[src/rtl/dmem_req_ctrl_pkg.sv]
// Shared constants for the y86cpu data-memory request controller.
// Optional build macro used by this slice: DMEM_ALIGN_CHECK_EN.
package dmem_req_ctrl_pkg;

    localparam logic [63:0] QWORD         = 64'd8;
    localparam logic [63:0] BYTE          = 64'd1;
    localparam logic [63:0] DATA_MEM_SIZE = 64'd1024;

    localparam logic [1:0] S_IDLE   = 2'd0;
    localparam logic [1:0] S_ACCESS = 2'd1;
    localparam logic [1:0] S_RESP   = 2'd2;
    localparam logic [1:0] S_HALT   = 2'd3;

    localparam logic [2:0] STAT_ADR = 3'd3;

    // Subtraction on the constant side only, so addresses near 2^64 cannot wrap.
    function automatic logic out_of_bounds(input logic [63:0] addr,
                                           input logic [63:0] mem_size);
        return addr > (mem_size - QWORD);
    endfunction

endpackage

[src/rtl/dmem_addr_chk.sv]
// Combinational bound and alignment check producing the local address fault.
// Alignment checking is compiled in only when DMEM_ALIGN_CHECK_EN is defined.
module dmem_addr_chk
    import dmem_req_ctrl_pkg::*;
#(
    parameter logic [63:0] MEM_SIZE = DATA_MEM_SIZE,
    parameter logic [63:0] ALIGN    = 64'd8
) (
    input  logic [63:0] addr,
    output logic        fault
);

`ifdef DMEM_ALIGN_CHECK_EN
    localparam logic ALIGN_EN = 1'b1;
`else
    localparam logic ALIGN_EN = 1'b0;
`endif

    logic misaligned;

    always_comb begin
        misaligned = (addr % ALIGN) != '0;
        fault      = out_of_bounds(addr, MEM_SIZE) | (ALIGN_EN & misaligned);
    end

endmodule

[src/rtl/dmem_req_ctrl.sv]
// Memory-stage access initiator: one load/store at a time, registered response,
// sticky halt on address error. Optional macro: DMEM_ALIGN_CHECK_EN.
module dmem_req_ctrl
    import dmem_req_ctrl_pkg::*;
#(
    parameter logic [63:0] MEM_SIZE = DATA_MEM_SIZE,
    parameter logic [63:0] ALIGN    = 64'd8
) (
    input  logic        clk,
    input  logic        rst_n,
    input  logic        req_valid,
    output logic        req_ready,
    input  logic        req_write,
    input  logic [63:0] req_addr,
    input  logic [63:0] req_wdata,
    output logic        resp_valid,
    input  logic        resp_ready,
    output logic [63:0] resp_rdata,
    output logic        resp_err,
    output logic        halted,
    output logic [63:0] mem_addr,
    output logic [63:0] mem_data,
    output logic        mem_write,
    output logic [63:0] read_addr,
    input  logic [63:0] read_data,
    input  logic        dmem_err
);

    logic [1:0]  state;
    logic        wr_q;
    logic [63:0] addr_q;
    logic [63:0] data_q;
    logic        chk_fault;
    logic        fault;

    dmem_addr_chk #(
        .MEM_SIZE (MEM_SIZE),
        .ALIGN    (ALIGN)
    ) u_addr_chk (
        .addr  (addr_q),
        .fault (chk_fault)
    );

    assign fault      = dmem_err | chk_fault;
    assign req_ready  = (state == S_IDLE);
    assign resp_valid = (state == S_RESP);
    assign halted     = (state == S_HALT);
    assign mem_addr   = addr_q;
    assign read_addr  = addr_q;
    assign mem_data   = data_q;
    // The store is suppressed in the same cycle the fault is seen.
    assign mem_write  = (state == S_ACCESS) & wr_q & ~fault;

    always_ff @(posedge clk) begin
        if (!rst_n) begin
            state      <= S_IDLE;
            wr_q       <= 1'b0;
            addr_q     <= '0;
            data_q     <= '0;
            resp_rdata <= '0;
            resp_err   <= 1'b0;
        end else begin
            case (state)
                S_IDLE: begin
                    if (req_valid) begin
                        wr_q   <= req_write;
                        addr_q <= req_addr;
                        data_q <= req_wdata;
                        state  <= S_ACCESS;
                    end
                end
                S_ACCESS: begin
                    resp_err   <= fault;
                    resp_rdata <= (wr_q | fault) ? '0 : read_data;
                    state      <= S_RESP;
                end
                S_RESP: begin
                    if (resp_ready) begin
                        state <= resp_err ? S_HALT : S_IDLE;
                    end
                end
                default: begin
                    state <= S_HALT;
                end
            endcase
        end
    end

endmodule
[config.mk]
export PLATFORM = sky130hd
export DESIGN_NAME = dmem_req_ctrl
export DESIGN_NICKNAME = d
export VERILOG_FILES = /design/src/rtl/dmem_req_ctrl_pkg.sv /design/src/rtl/dmem_addr_chk.sv /design/src/rtl/dmem_req_ctrl.sv
export SDC_FILE = /design/constraint.sdc
export NUM_CORES = 1
export LEC_CHECK = 0
export ABC_AREA = 1
export CAP_MARGIN = 25
export CORE_AREA = 5 5 174 176
export CTS_CLUSTER_DIAMETER = 120
export DETAILED_ROUTE_END_ITERATION = 8
export DIE_AREA = 0 0 179 181
export SLEW_MARGIN = 15
export SYNTH_ARGS = -nofsm -noshare
export SYNTH_HDL_FRONTEND = slang
export SYNTH_SLANG_ARGS = --single-unit
[constraint.sdc]
create_clock -name clk -period 2.3 [get_ports clk]
set_clock_uncertainty 0.2 [all_clocks]
set_input_delay 0.69 -clock clk [delete_from_list [all_inputs] [get_ports clk]]
set_output_delay 0.69 -clock clk [all_outputs]
set_load 0.02 [all_outputs]
Yosys cells after proc, flatten, opt, wreduce, memory -nomap -nowiden --
Cells that the tools add are included.
Word-level totals: flip-flop bits (word level) 196, input bits 198, output and inout bits 261, word-level logic and storage cells 25
Cells by class: $lt $le $gt $ge 1, eq/ne operators 5, mux-type cells 5, bitwise gates (word level) 5, reduce and logical (&&, ||, !) cells 3
Operators with widths (count):
- $gt 64x10->1 const B | 1
- $mux 64 | 1
- $mux 2 | 3
- $pmux 2 s3 | 1
- $eq 2x2->1 const B | 2
- $reduce_and 2->1 | 2
- $and 1x1->1 | 2
- $eq 2x1->1 const B | 1
- $logic_not 2->1 | 1
- $ne 2x1->1 const B | 1
- $ne 2x2->1 const B | 1
- $or 1x1->1 | 2
- $not 1->1 | 1

Logic depth before layout (Yosys ltp) --
word-level depth 4, gate-level depth with buffers 9, mapped depth without buffers 7

By module --
From an unflattened synthesis, not the netlist that was laid out.
Second synthesis, totals: cell total of the unflattened synthesis 1129, area, all modules 8109.0 um^2
By module, submodules not included:
- dmem_req_ctrl | times used 1, cells an instance 1071, area an instance 7881.3 um^2, sequential area each 3923.8 um^2
- dmem_addr_chk | times used 1, cells an instance 58, area an instance 227.7 um^2, sequential area each 0.0 um^2

Worst setup path before layout --
No wires, ideal clock.
path type input to output, start input dmem_err, end output mem_write, arrival time 1.545 ns, required time 1.410 ns, path slack -0.135 ns, stages 6, path buffers 1, cells stage by stage nor3_1 nand2_1 nor2_1 buf_2 and3_1 and2_1
On the way: word-level cells in the longest chain between the ends 3
Ends and longest elaborated chain:
- from (decl) | line dmem_req_ctrl.sv:26 | input logic dmem_err
- $or 1x1->1 | line dmem_req_ctrl.sv:44 | assign fault = dmem_err | chk_fault;
- $not 1->1 | line dmem_req_ctrl.sv:52 | assign mem_write = (state == S_ACCESS) & wr_q & ~fault;
- $and 1x1->1 | line dmem_req_ctrl.sv:52
- to (decl) | line dmem_req_ctrl.sv:23 | output logic mem_write,
No other way between the ends.

Worst setup path after layout --
start register addr_q[11], in the netlist mem_addr[11], end output mem_write
On the way: word-level cells in the longest chain between the ends 4
Ends and longest elaborated chain:
- from (decl) | line dmem_req_ctrl.sv:31 | logic [63:0] addr_q;
- from (signal assigned) | line dmem_req_ctrl.sv:67 | addr_q <= req_addr;
- $gt 64x10->1 | line dmem_req_ctrl_pkg.sv:19 | return addr > (mem_size - QWORD);
- $or 1x1->1 | line dmem_req_ctrl.sv:44
- $not 1->1 | line dmem_req_ctrl.sv:52
- $and 1x1->1 | line dmem_req_ctrl.sv:52
No other way between the ends.

==> flow_metrics.env <==
export IMPL_outcome="finished, violations left"
export IMPL_failed_checks="negative setup slack"
export IMPL_crit_chain="nor2_2 -> nand2_1 -> nor2_2 -> nand2_2 -> nor2_4 -> and3_4 -> and2_4 -> buf_12"
export IMPL_wl_met3_microns=3390
export IMPL_dieHeight_microns=181
export IMPL_die_area_sq_um=32400
export IMPL_final_cells=1940
export IMPL_startpoint_type="flip-flop"
export IMPL_final_setup_tns_ns=-0.367
export IMPL_wirelength_met1_microns=13000
export IMPL_fin_crit_ns=2.67
export IMPL_drc=0
export IMPL_yosysTopAreaCellShare_pct=48.0
export IMPL_hold_path_class="flip-flop to flip-flop"
export IMPL_synth_ff_latch_count=196
export IMPL_routed_top_layer="met5"
export IMPL_gp_congestion=0.796
export IMPL_antenna_found_initial=2
export IMPL_yosys_warnings=0
export IMPL_cts_buffer_depth=2
export IMPL_r2r_start="mem_addr[0]"
export IMPL_io_pins=459
export IMPL_die_w_microns=179
export IMPL_crit_path_end_kind="primary output"
export IMPL_layout_common_cells="nor2_1, dlygate4sd2_1, clkdlybuf4s50_1"
export IMPL_synth_area_leaders="dfxtp_1, nor2_1, o21ai_0"
export IMPL_routed_wirelength_microns=32600
export IMPL_regToRegSetupSlack_ns=0.16
export IMPL_drv_slew=0
export IMPL_crit_fanout=2
export IMPL_grt_first_pass_wirelength_microns=49300
export IMPL_crit_required_ns=1.41
export IMPL_timing_rr_end="resp_rdata[11]"
export IMPL_syn_area_sq_um=8170
export IMPL_crit_top_cell="nor2_2"
export IMPL_wl_met2_microns=15800
export IMPL_rsz0062_at_grt="true"
export IMPL_p_leak_nw=6.80
export IMPL_min_from="resp_rdata[24]"
export IMPL_synthDistinctLibCells=20
export IMPL_ff2ff_path_depth=5
export IMPL_dr_total_vias=8630
export IMPL_clk_latency_ns=0.43
export IMPL_post_route_period_util_pct=116
export IMPL_fillers=2997
export IMPL_setup_ws_ns=-0.367
export IMPL_synth_seq_area_share_pct=48.0
export IMPL_grt_max_degree=89
export IMPL_cts_buffers=17
export IMPL_drive_gt1_share_pct=9.58
export IMPL_whs_path_depth=2
export IMPL_firstDrtPassIters=4
export IMPL_drt_initial_drc_count=497
export IMPL_placed_cells=1907
export IMPL_setup_viol=1
export IMPL_worst_pin_slew_ns=0.709
export IMPL_syn_to_final_growth_pct=66.0
export IMPL_hold_buffers=0
export IMPL_slowest_delay_ns=0.33
export IMPL_avgSynthCellArea_sq_um=7.23
export IMPL_wl_per_cell_microns=16.8
export IMPL_crit_family="simple AND/OR/NAND/NOR gates"
export IMPL_ir_drop_v=0.000430
export IMPL_cts_tree="built"
export IMPL_path_buf_inv=1
export IMPL_cts_sinks=196
export IMPL_dp_hpwl_microns=24200
export IMPL_post_route_util_pct=47.7
export IMPL_drv_cap=0
export IMPL_worstPathArrival_ns=1.78
export IMPL_seqCellArea_sq_um=3940
export IMPL_via_per_inst=4.45
export IMPL_multi_input_comb_area_sq_um=3190
export IMPL_min_to="resp_rdata[24]"
export IMPL_grt_usage_pct=19.2
export IMPL_final_hold_violation_count=0
export IMPL_antenna_left=0
export IMPL_cts_root_buf="clkbuf_16"
export IMPL_start_util_pct=28.7
export IMPL_critPathKind="flip-flop to primary output"
export IMPL_final_common_cell="nor2_1"
export IMPL_synth_top_area_cell="dfxtp_1"
export IMPL_final_nets=1740
export IMPL_relSlewSlack_pct=52.7
export IMPL_cts_max_level=4
export IMPL_synth_nets=1329
export IMPL_synth_cells=1131
export IMPL_core_sq_um=28500
export IMPL_cp_slowest_cell="dfxtp_2"
export IMPL_grt_ovfl_total=0
export IMPL_io_buffers=458
export IMPL_power_density_nw_per_um2=735
export IMPL_path_clk_slew_ns=0.08
export IMPL_grt_pass1_vias=8681
export IMPL_row_count=62
export IMPL_max_freq_mhz=375
metal layers:
layer / GRT usage, % / vias to the layer above
met1: 22.4 / 3921
met2: 32.8 / 312
met5: 0 / -
li1: - / 4372
met3: 8.03 / 23
met4: 4.14 / 2
Yosys cell counts:
master     instances
nor2_1           361
dfxtp_1          196
o21ai_0          102
nand2_1           88
inv_1             69
buf_4             65
a21oi_1           64
nand4_1           64
clkbuf_1          47
o21ai_1           28
buf_2             24
buf_1              7
buf_6              5
nor3_1             4
and3_1             2
a2111oi_0          1
a311oi_1           1
and2_1             1
inv_2              1
nand3b_1           1
registers in the layout, indices dropped and copies added, names as in the netlist:
| register | cells |
|---|---|
| resp_err | 1 |
| wr_q | 1 |
| state | 2 |
| mem_addr | 64 |
| resp_rdata | 64 |
| mem_data | 64 |
power by group:
part,switching [mW],internal (mW),leakage (nW)
Sequential,0.164,3.69,1.61
Clock,1.64,1.62,0.313
Combinational,1.63,1.21,4.87
timing repair:
| item | CTS | global route |
|---|---|---|
| gates resized for setup | 247 | 39 |
| pin swaps | 5 | 12 |
| setup endpoints to repair | 235 | 27 |
| buffers inserted | 0 | 0 |
| cloned | 0 | 0 |
cells by family after synthesis:
group / Yosys count / share of synthesized area, %
buf+inv: 218 / 13.8
simple gates: 521 / 26.1
flops: 196 / 48.0
compound gates: 196 / 12.1
worst register-to-register path, cell delays in order (launching register included):
cell and delay (ns):
dfxtp_1 0.32, nor3_1 0.19, nand3b_1 0.28, buf_4 0.64
nand4_1 0.26, a21oi_1 0.19
how the worst max path moves through the flow:
stage | startpoint | endpoint | slack [ns] | depth (start not counted)
after floorplan | dmem_err | mem_write | -0.02 | 6
after global placement | dmem_err | mem_write | -0.53 | 7
after detailed placement | dmem_err | mem_write | -0.53 | 7
after CTS | mem_addr[10] | mem_write | -0.41 | 8
after global routing | mem_addr[11] | mem_write | -0.45 | 8
final | mem_addr[11] | mem_write | -0.37 | 8
per-stage QoR:
step	hold WS (ns)	total power, mW	cell area [sq um]	setup slack, ns
after floorplan	0.314	5.52	8190	-0.0166
after global placement	0.252	7.10	13100	-0.527
after detailed placement	0.255	7.11	13100	-0.526
after CTS	0.268	10.1	13500	-0.409
after global routing	0.281	10.5	13600	-0.453
final	0.262	9.97	13600	-0.367
cell type report:
class / instances / share of cell area [%]
Timing Repair Buffer: 540 / 37.2
Multi-Input combinational cell: 717 / 23.5
Tap cell: 384 / 3.54
Clock inverter: 15 / 1.64
Clock buffer: 17 / 3.13
Antenna cell: 1 / 0.0184
Inverter: 70 / 1.95
Sequential cell: 196 / 29.0
No activity file was read; power rests on OpenSTA's default activity.
